[src/rtl/nn_pkg.sv]
// Shared types and default sizing for the layer sequencer slice.
package nn_pkg;

  typedef enum logic [2:0] {
    IDLE,
    BIAS,
    PIXEL,
    DRAIN,
    LAYER2,
    FLUSH,
    DONE
  } state_e;

  localparam int N_PIX_DEF        = 784;
  localparam int N_HID_DEF        = 10;
  localparam int PIPE_LAT_DEF     = 2;
  localparam int DRAIN_CYCLES_DEF = 8;

endpackage

[src/rtl/nn_layer_sequencer_if.sv]
// Control/address bundle between the sequencer and the ROM/MAC datapath.
// cycle_cnt exists only when SEQ_CYCLE_CNT_EN is defined.
interface nn_layer_sequencer_if
  import nn_pkg::*;
#(
  parameter int N_HID  = N_HID_DEF,
  parameter int PIX_AW = $clog2(N_PIX_DEF),
  parameter int HID_AW = $clog2(N_HID_DEF)
);
  logic              start;
  logic              pix_en;
  logic              busy;
  logic              done;
  logic [HID_AW-1:0] bias_addr;
  logic [N_HID-1:0]  bias_load;
  logic [PIX_AW-1:0] pixel_addr;
  logic              valid_pixel;
  logic [HID_AW-1:0] layer1_addr;
  logic              valid_digit;
  logic [15:0]       frame_cnt;
`ifdef SEQ_CYCLE_CNT_EN
  logic [31:0]       cycle_cnt;

  modport master (
    input  start, pix_en,
    output busy, done, bias_addr, bias_load, pixel_addr, valid_pixel,
           layer1_addr, valid_digit, frame_cnt, cycle_cnt
  );
  modport slave (
    output start, pix_en,
    input  busy, done, bias_addr, bias_load, pixel_addr, valid_pixel,
           layer1_addr, valid_digit, frame_cnt, cycle_cnt
  );
`else
  modport master (
    input  start, pix_en,
    output busy, done, bias_addr, bias_load, pixel_addr, valid_pixel,
           layer1_addr, valid_digit, frame_cnt
  );
  modport slave (
    output start, pix_en,
    input  busy, done, bias_addr, bias_load, pixel_addr, valid_pixel,
           layer1_addr, valid_digit, frame_cnt
  );
`endif
endinterface

[src/rtl/nn_layer_sequencer_valid_delay_line.sv]
// Fixed-depth valid shift register; output is the last stage flop.
module valid_delay_line #(
  parameter int DEPTH = 2
) (
  input  logic clk,
  input  logic rst_n,
  input  logic i_d,
  output logic o_q
);
  logic [DEPTH-1:0] r_sr;
  logic [DEPTH-1:0] w_sr_next;

  genvar gi;
  generate
    for (gi = 0; gi < DEPTH; gi++) begin : g_stage
      if (gi == 0) begin : g_head
        assign w_sr_next[gi] = i_d;
      end else begin : g_tail
        assign w_sr_next[gi] = r_sr[gi-1];
      end
    end
  endgenerate

  always_ff @(posedge clk or negedge rst_n) begin
    if (!rst_n) r_sr <= '0;
    else        r_sr <= w_sr_next;
  end

  assign o_q = r_sr[DEPTH-1];
endmodule

[src/rtl/nn_layer_sequencer.sv]
// Per-image sequencer: bias preload, pixel stream, drain, layer-2 stream.
// Define SEQ_CYCLE_CNT_EN to add the busy-cycle counter output.
module nn_layer_sequencer
  import nn_pkg::*;
#(
  parameter int N_PIX        = N_PIX_DEF,
  parameter int N_HID        = N_HID_DEF,
  parameter int PIPE_LAT     = PIPE_LAT_DEF,
  parameter int DRAIN_CYCLES = DRAIN_CYCLES_DEF,
  parameter int PIX_AW       = $clog2(N_PIX),
  parameter int HID_AW       = $clog2(N_HID)
) (
  input  logic                 clk,
  input  logic                 rst_n,
  nn_layer_sequencer_if.master bus
);
  localparam logic [2:0] ST_IDLE   = 3'(IDLE);
  localparam logic [2:0] ST_BIAS   = 3'(BIAS);
  localparam logic [2:0] ST_PIXEL  = 3'(PIXEL);
  localparam logic [2:0] ST_DRAIN  = 3'(DRAIN);
  localparam logic [2:0] ST_LAYER2 = 3'(LAYER2);
  localparam logic [2:0] ST_FLUSH  = 3'(FLUSH);
  localparam logic [2:0] ST_DONE   = 3'(DONE);

  localparam int                CNT_W      = $clog2(PIPE_LAT + DRAIN_CYCLES + 1);
  localparam logic [CNT_W-1:0]  DRAIN_LAST = CNT_W'(PIPE_LAT + DRAIN_CYCLES - 1);
  localparam logic [CNT_W-1:0]  FLUSH_LAST = CNT_W'(PIPE_LAT - 1);
  localparam logic [PIX_AW-1:0] PIX_LAST   = PIX_AW'(N_PIX - 1);
  localparam logic [HID_AW-1:0] HID_LAST   = HID_AW'(N_HID - 1);

  logic [2:0]        r_state;
  logic [CNT_W-1:0]  r_cnt;
  logic              r_busy;
  logic              r_done;
  logic [HID_AW-1:0] r_bias_addr;
  logic [N_HID-1:0]  r_bias_load;
  logic [PIX_AW-1:0] r_pixel_addr;
  logic [HID_AW-1:0] r_layer1_addr;
  logic [15:0]       r_frame_cnt;
  logic              w_pix_issue;
  logic              w_dig_issue;
  logic              w_valid_pixel;
  logic              w_valid_digit;

  assign w_pix_issue = (r_state == ST_PIXEL) && bus.pix_en;
  assign w_dig_issue = (r_state == ST_LAYER2);

  always_ff @(posedge clk or negedge rst_n) begin
    if (!rst_n) begin
      r_state       <= ST_IDLE;
      r_cnt         <= '0;
      r_busy        <= 1'b0;
      r_done        <= 1'b0;
      r_bias_addr   <= '0;
      r_bias_load   <= '0;
      r_pixel_addr  <= '0;
      r_layer1_addr <= '0;
      r_frame_cnt   <= '0;
    end else begin
      r_done <= 1'b0;
      case (r_state)
        ST_IDLE: if (bus.start) begin
          r_state     <= ST_BIAS;
          r_busy      <= 1'b1;
          r_bias_addr <= '0;
          r_bias_load <= N_HID'(1);
        end
        ST_BIAS: if (r_bias_addr == HID_LAST) begin
          r_state     <= ST_PIXEL;
          r_bias_addr <= '0;
          r_bias_load <= '0;
        end else begin
          r_bias_addr <= r_bias_addr + 1'b1;
          r_bias_load <= r_bias_load << 1;
        end
        // Address only advances on an accepted issue; a stall simply re-presents it.
        ST_PIXEL: if (bus.pix_en) begin
          if (r_pixel_addr == PIX_LAST) begin
            r_state      <= ST_DRAIN;
            r_pixel_addr <= '0;
            r_cnt        <= '0;
          end else begin
            r_pixel_addr <= r_pixel_addr + 1'b1;
          end
        end
        ST_DRAIN: if (r_cnt == DRAIN_LAST) begin
          r_state       <= ST_LAYER2;
          r_cnt         <= '0;
          r_layer1_addr <= '0;
        end else begin
          r_cnt <= r_cnt + 1'b1;
        end
        ST_LAYER2: if (r_layer1_addr == HID_LAST) begin
          r_state       <= ST_FLUSH;
          r_layer1_addr <= '0;
          r_cnt         <= '0;
        end else begin
          r_layer1_addr <= r_layer1_addr + 1'b1;
        end
        ST_FLUSH: if (r_cnt == FLUSH_LAST) begin
          r_state     <= ST_DONE;
          r_done      <= 1'b1;
          r_frame_cnt <= r_frame_cnt + 16'd1;
        end else begin
          r_cnt <= r_cnt + 1'b1;
        end
        ST_DONE: begin
          r_state <= ST_IDLE;
          r_busy  <= 1'b0;
        end
        default: r_state <= ST_IDLE;
      endcase
    end
  end

  valid_delay_line #(.DEPTH(PIPE_LAT)) u_pix_valid (
    .clk  (clk),
    .rst_n(rst_n),
    .i_d  (w_pix_issue),
    .o_q  (w_valid_pixel)
  );

  valid_delay_line #(.DEPTH(PIPE_LAT)) u_dig_valid (
    .clk  (clk),
    .rst_n(rst_n),
    .i_d  (w_dig_issue),
    .o_q  (w_valid_digit)
  );

`ifdef SEQ_CYCLE_CNT_EN
  logic [31:0] r_run_cnt;
  logic [31:0] r_cycle_cnt;

  // Running count starts at 1 so the first busy cycle is included.
  always_ff @(posedge clk or negedge rst_n) begin
    if (!rst_n) begin
      r_run_cnt   <= '0;
      r_cycle_cnt <= '0;
    end else begin
      if (r_state == ST_IDLE) begin
        if (bus.start) r_run_cnt <= 32'd1;
      end else begin
        r_run_cnt <= r_run_cnt + 32'd1;
      end
      if (r_done) r_cycle_cnt <= r_run_cnt;
    end
  end

  assign bus.cycle_cnt = r_cycle_cnt;
`endif

  assign bus.busy        = r_busy;
  assign bus.done        = r_done;
  assign bus.bias_addr   = r_bias_addr;
  assign bus.bias_load   = r_bias_load;
  assign bus.pixel_addr  = r_pixel_addr;
  assign bus.valid_pixel = w_valid_pixel;
  assign bus.layer1_addr = r_layer1_addr;
  assign bus.valid_digit = w_valid_digit;
  assign bus.frame_cnt   = r_frame_cnt;
endmodule

[src/flat_wrapper.sv]
// flat-port wrapper written by rule: the top's interface ports become plain ports
module nn_layer_sequencer_flat import nn_pkg::*;
#(
  parameter int N_PIX        = N_PIX_DEF,
  parameter int N_HID        = N_HID_DEF,
  parameter int PIPE_LAT     = PIPE_LAT_DEF,
  parameter int DRAIN_CYCLES = DRAIN_CYCLES_DEF,
  parameter int PIX_AW       = $clog2(N_PIX),
  parameter int HID_AW       = $clog2(N_HID)
)
  (clk, rst_n, bus_start, bus_pix_en, bus_busy, bus_done, bus_bias_addr, bus_bias_load, bus_pixel_addr, bus_valid_pixel, bus_layer1_addr, bus_valid_digit, bus_frame_cnt);
  nn_layer_sequencer_if #(.N_HID(N_HID), .PIX_AW(PIX_AW), .HID_AW(HID_AW)) bus_i ();
  input  logic clk;
  input  logic rst_n;
  input wire logic [$bits(bus_i.start)-1:0] bus_start;
  input wire logic [$bits(bus_i.pix_en)-1:0] bus_pix_en;
  output wire logic [$bits(bus_i.busy)-1:0] bus_busy;
  output wire logic [$bits(bus_i.done)-1:0] bus_done;
  output wire logic [$bits(bus_i.bias_addr)-1:0] bus_bias_addr;
  output wire logic [$bits(bus_i.bias_load)-1:0] bus_bias_load;
  output wire logic [$bits(bus_i.pixel_addr)-1:0] bus_pixel_addr;
  output wire logic [$bits(bus_i.valid_pixel)-1:0] bus_valid_pixel;
  output wire logic [$bits(bus_i.layer1_addr)-1:0] bus_layer1_addr;
  output wire logic [$bits(bus_i.valid_digit)-1:0] bus_valid_digit;
  output wire logic [$bits(bus_i.frame_cnt)-1:0] bus_frame_cnt;
  assign bus_i.start = bus_start;
  assign bus_i.pix_en = bus_pix_en;
  assign bus_busy = bus_i.busy;
  assign bus_done = bus_i.done;
  assign bus_bias_addr = bus_i.bias_addr;
  assign bus_bias_load = bus_i.bias_load;
  assign bus_pixel_addr = bus_i.pixel_addr;
  assign bus_valid_pixel = bus_i.valid_pixel;
  assign bus_layer1_addr = bus_i.layer1_addr;
  assign bus_valid_digit = bus_i.valid_digit;
  assign bus_frame_cnt = bus_i.frame_cnt;
  nn_layer_sequencer #(.N_PIX(N_PIX), .N_HID(N_HID), .PIPE_LAT(PIPE_LAT), .DRAIN_CYCLES(DRAIN_CYCLES), .PIX_AW(PIX_AW), .HID_AW(HID_AW)) u_core (.clk(clk), .rst_n(rst_n), .bus(bus_i));
endmodule
[config.mk]
export PLATFORM = sky130hd
export DESIGN_NAME = nn_layer_sequencer_flat
export DESIGN_NICKNAME = d
export VERILOG_FILES = /design/src/rtl/nn_pkg.sv /design/src/rtl/nn_layer_sequencer_if.sv /design/src/rtl/nn_layer_sequencer_valid_delay_line.sv /design/src/rtl/nn_layer_sequencer.sv /design/src/flat_wrapper.sv
export SDC_FILE = /design/constraint.sdc
export NUM_CORES = 1
export LEC_CHECK = 0
export BUFFER_PORTS_ARGS = -buffer_cell sky130_fd_sc_hd__clkbuf_2
export CAP_MARGIN = 15
export CORE_MARGIN = 1
export CORE_UTILIZATION = 40
export CTS_BUF_LIST = sky130_fd_sc_hd__clkbuf_4
export DETAILED_ROUTE_END_ITERATION = 10
export GPL_TIMING_DRIVEN = 0
export PLACE_DENSITY = 0.61
export SYNTH_ARGS = -nofsm -noshare
export SYNTH_HDL_FRONTEND = slang
export SYNTH_SLANG_ARGS = --single-unit
[constraint.sdc]
create_clock -name clk -period 4.5 [get_ports clk]
set_input_delay 0 -clock clk [delete_from_list [all_inputs] [get_ports clk]]
set_output_delay 0 -clock clk [all_outputs]
set_load 0.03 [all_outputs]
==> results.md <==
* Status: finished with violations
* Failing checks: design-rule violations
* Wire length of the first global-routing pass at just over 9 mm
* FF-to-FF setup slack at 2530 ps
* Insertion delay to the later sink of the worst-skew pair at ~410 ps
* Crit path time final at around 2000 ps
* Detailed-route via count at between 2000 and 2500
* Kind of critical path: reg2reg
* Crit-path max FO at 4
* RR Endpoint: u_core.r_cnt[1]$_DFFE_PN0P_
* Synth Flop Type: dfrtp_1
* Vias in the first global route at slightly below 2000
* Startpoint Class: flip-flop
* Via density at between 5 and 6
* Critical path required time at ~4800 ps
* WL/cell at about 13 um
* R2R cell count at 5
* Slew HR at around 48%
* Worst-Margin Slew at 784.5 ps
* Hpwl dp at 3.565 mm
* Final hold slack at 224.3 ps
* Max-slew violations at 0
* Post-synth EDFFs at 0
* Worst Hold Class: in2async
* Sequential fraction of the synthesis area at approximately 53%
* Remaining global-route overflow at 0
* Die W at between 80 and 90 um
* Die H at between 80 and 90 um
* Clock Skew at 14.31 ps
* Synth warn at 0
* Reg2reg start: u_core.r_cnt[0]$_DFFE_PN0P_
* Initial DRC count at 65
* Peak Freq at about 500 MHz
* Post-synthesis async set-or-reset flop share at 100.0%
* Crit. End Element: flip-flop
* Final period util at 43.73%
* Max Cap Viol at 0
* Non-filler cells, final at between 300 and 400
* Delay-heaviest family, CP: flip-flops
* Max Buffers Root-to-Sink at 2
* CP Buf/Inv Count at 0
* Synthesized area at around 2700 um^2
* CTS buffer count at 9
* Max IR drop VDD at ~0.00029 V
* I/O Buffers at 51
* Crit path cell chain: ha_1 > and4bb_1 > nand2b_1 > a221oi_2 > mux2_4
* Initial antenna violation count at 0
* Gpl congestion at 0.7324
* RSZ-0062 raised after global routing: no
* Area growth from synthesis to layout at 20.37%
* PwrDens at about 500 nW/um^2
* Pleak at 1.602 nW
* CP arrival at approximately 2300 ps
* Nets at roughly 330
* Fillers at roughly 600
* Ports at 52
* CP startpoint: u_core.r_cnt[0]$_DFFE_PN0P_
* Layout cell share with drive strength beyond 1 at between 20% and 30%
* CP Depth at 5
* Post-synthesis average cell area at roughly 11 um^2
* Design Area, Final at roughly 3200 um^2
* CORE AREA at about 6400 um^2
* Largest net degree at the start of global routing at 58
* Syn Inst Count at between 200 and 250
* ANT nets after route at 0
* Setup Total Neg Slack at 0 ps
* FF+latch count, synth at 57
* Root Driver: clkbuf_4
* Placed Instances at around 380
* Clk sink count at 57
* Synth unique cells at 48
* Detailed-route DRC error count at 10
* Synth Net Count at about 260
* Setup violators final at 0
* Initial Util at between 40% and 50%
* Drt first pass iters at 8
* # rows at 29
* CTS tree: yes
* Clk slew on worst S/H paths at about 110 ps
* # diodes at 0
* Final hold vios at 0
* Gr usage total at 16.60%
* Placed Area at ~3000 um^2
* Slowest stage delay, CP at around 440 ps
* CTS H-tree depth at 3
* Die area at slightly above 7000 um^2
* Worst setup endpoint: u_core.r_cnt[1]$_DFFE_PN0P_
* Slowest stage cell on the critical path: dfrtp_1
* Post-Route WL at 5.260 mm
==> how the worst min path moves through the flow <==
stage                                          from  depth (start not counted)                                   end  slack (ps)
3_3_place_gp   u_core.u_dig_valid.r_sr[0]$_DFF_PN0_                          0  u_core.u_dig_valid.r_sr[1]$_DFF_PN0_         330
4_1_cts                                       rst_n                          2   u_core.bus.bias_load[6]$_DFFE_PN0P_         230
5_1_grt                                       rst_n                          2   u_core.bus.bias_load[6]$_DFFE_PN0P_         270
2_1_floorplan                                 rst_n                          0   u_core.bus.bias_addr[0]$_DFFE_PN0P_        -300
6_report                                      rst_n                          2   u_core.bus.bias_load[5]$_DFFE_PN0P_         220
3_5_place_dp                                  rst_n                          1   u_core.bus.bias_load[6]$_DFFE_PN0P_         160
==> cells in the mapped netlist (all sizes together), types with 2 or more instances <==
cell type	n	area share (%)
a22o	11	3.6
and2	2	0.47
nand2	20	2.8
and3	4	0.93
inv	19	2.7
o31ai	5	1.4
and4	2	0.65
a31oi	2	0.47
or4	2	0.56
o21ai	12	2.2
clkbuf	3	0.42
xor2	11	3.6
buf	5	1.2
nor4	3	0.93
nor3b	2	0.56
nand4	4	0.93
nor3	4	0.75
nand2b	4	0.93
dfrtp	57	53
ha	8	3.7
mux2	3	1.4
or3	3	0.70
xnor2	9	2.9
nor2	12	1.7
nor2b	2	0.47
and4bb	2	0.93
nand3	12	2.2
a21oi	7	1.3
mux2i	4	1.5
==> where the power goes <==
| part | internal [mW] | switching, mW |
|---|---|---|
| registers | 0.588 | 0.0841 |
| clock network | 0.224 | 0.207 |
| logic | 0.177 | 0.320 |
==> state kept, by name (all words and copies together), names as in the netlist <==
name	flops
u_core.bus.bias_addr	4
u_core.bus.bias_load	10
u_core.bus.busy	1
u_core.bus.done	1
u_core.bus.frame_cnt	16
u_core.bus.layer1_addr	4
u_core.bus.pixel_addr	10
u_core.r_cnt	4
u_core.r_state	3
u_core.u_dig_valid.r_sr	2
u_core.u_pix_valid.r_sr	2
==> cells by family (layout without fill, tap and decap cells) <==
logic type | count (synthesis) | in the layout | share of synthesized area, %
AOI/OAI and AO/OA | 49 | 49 | 13.05
adders and majority gates | 8 | 8 | 3.730
xor gates and xnor gates | 20 | 20 | 6.527
buffers and inverters | 27 | 97 | 4.289
and+or+nand+nor | 81 | 81 | 16.36
DFF | 57 | 57 | 53.15
muxes | 7 | 7 | 2.890
==> cell type report <==
cell class | count | area [um^2] | share of cell area [%]
flip-flops and latches | 57 | 1426 | 44.15
multi-input cells | 165 | 1142 | 35.36
repair buffers | 54 | 287.8 | 8.908
well taps | 77 | 96.34 | 2.982
clock inverters | 7 | 95.09 | 2.943
inverters | 19 | 71.32 | 2.208
clock buffers | 9 | 67.56 | 2.091
plain buffers | 8 | 43.79 | 1.356
==> worst register-to-register path, cell delays in order (launching register included) <==
cell      delay, ps
dfrtp_1         440
ha_1            230
and4bb_1        230
nand2b_1        190
a221oi_2        440
mux2_4          330
==> what timing repair did <==
| action | in CTS | in global routing |
|---|---|---|
| hold endpoints to repair | 60 | 0 |
| buffers inserted | 0 | 0 |
| gates resized for setup | 0 | 0 |
| hold buffers | 3 | 0 |
==> per-stage QoR <==
| step | power (mW) | worst slack (ps) | util [%] |
|---|---|---|---|
| finish | 1.600 | 2532 | 50.30 |
| global route | 1.703 | 2444 | 50.30 |
| CTS | 1.619 | 2535 | 50.30 |
| detailed placement | 1.179 | 2563 | 47.30 |
| global placement | 1.171 | 2556 | 47.26 |
| floorplan | 1.037 | 2652 | - |
==> metal layers <==
metal	global-route usage, %	vias to the layer above	wire (um)	share of wire, %
met1	22.07	980	2642	50
met2	23.77	59	2217	42
li1	-	1018	-	-
met4	9.404	0	125	2.4
met5	0	-	0	0
met3	5.242	8	274	5.2
==> cells in the final DEF, fill, tap and decap left out, types with 5 or more instances in the layout <==
| master | count |
|---|---|
| a21oi_1 | 7 |
| a22o_1 | 11 |
| clkbuf_2 | 50 |
| clkbuf_4 | 10 |
| dfrtp_1 | 57 |
| ha_1 | 8 |
| inv_1 | 19 |
| nand2_1 | 20 |
| nand3_1 | 12 |
| nor2_1 | 12 |
| o21ai_0 | 12 |
| o31ai_1 | 5 |
| xnor2_1 | 9 |
| xor2_1 | 11 |
(Power assumes the default switching activity.)
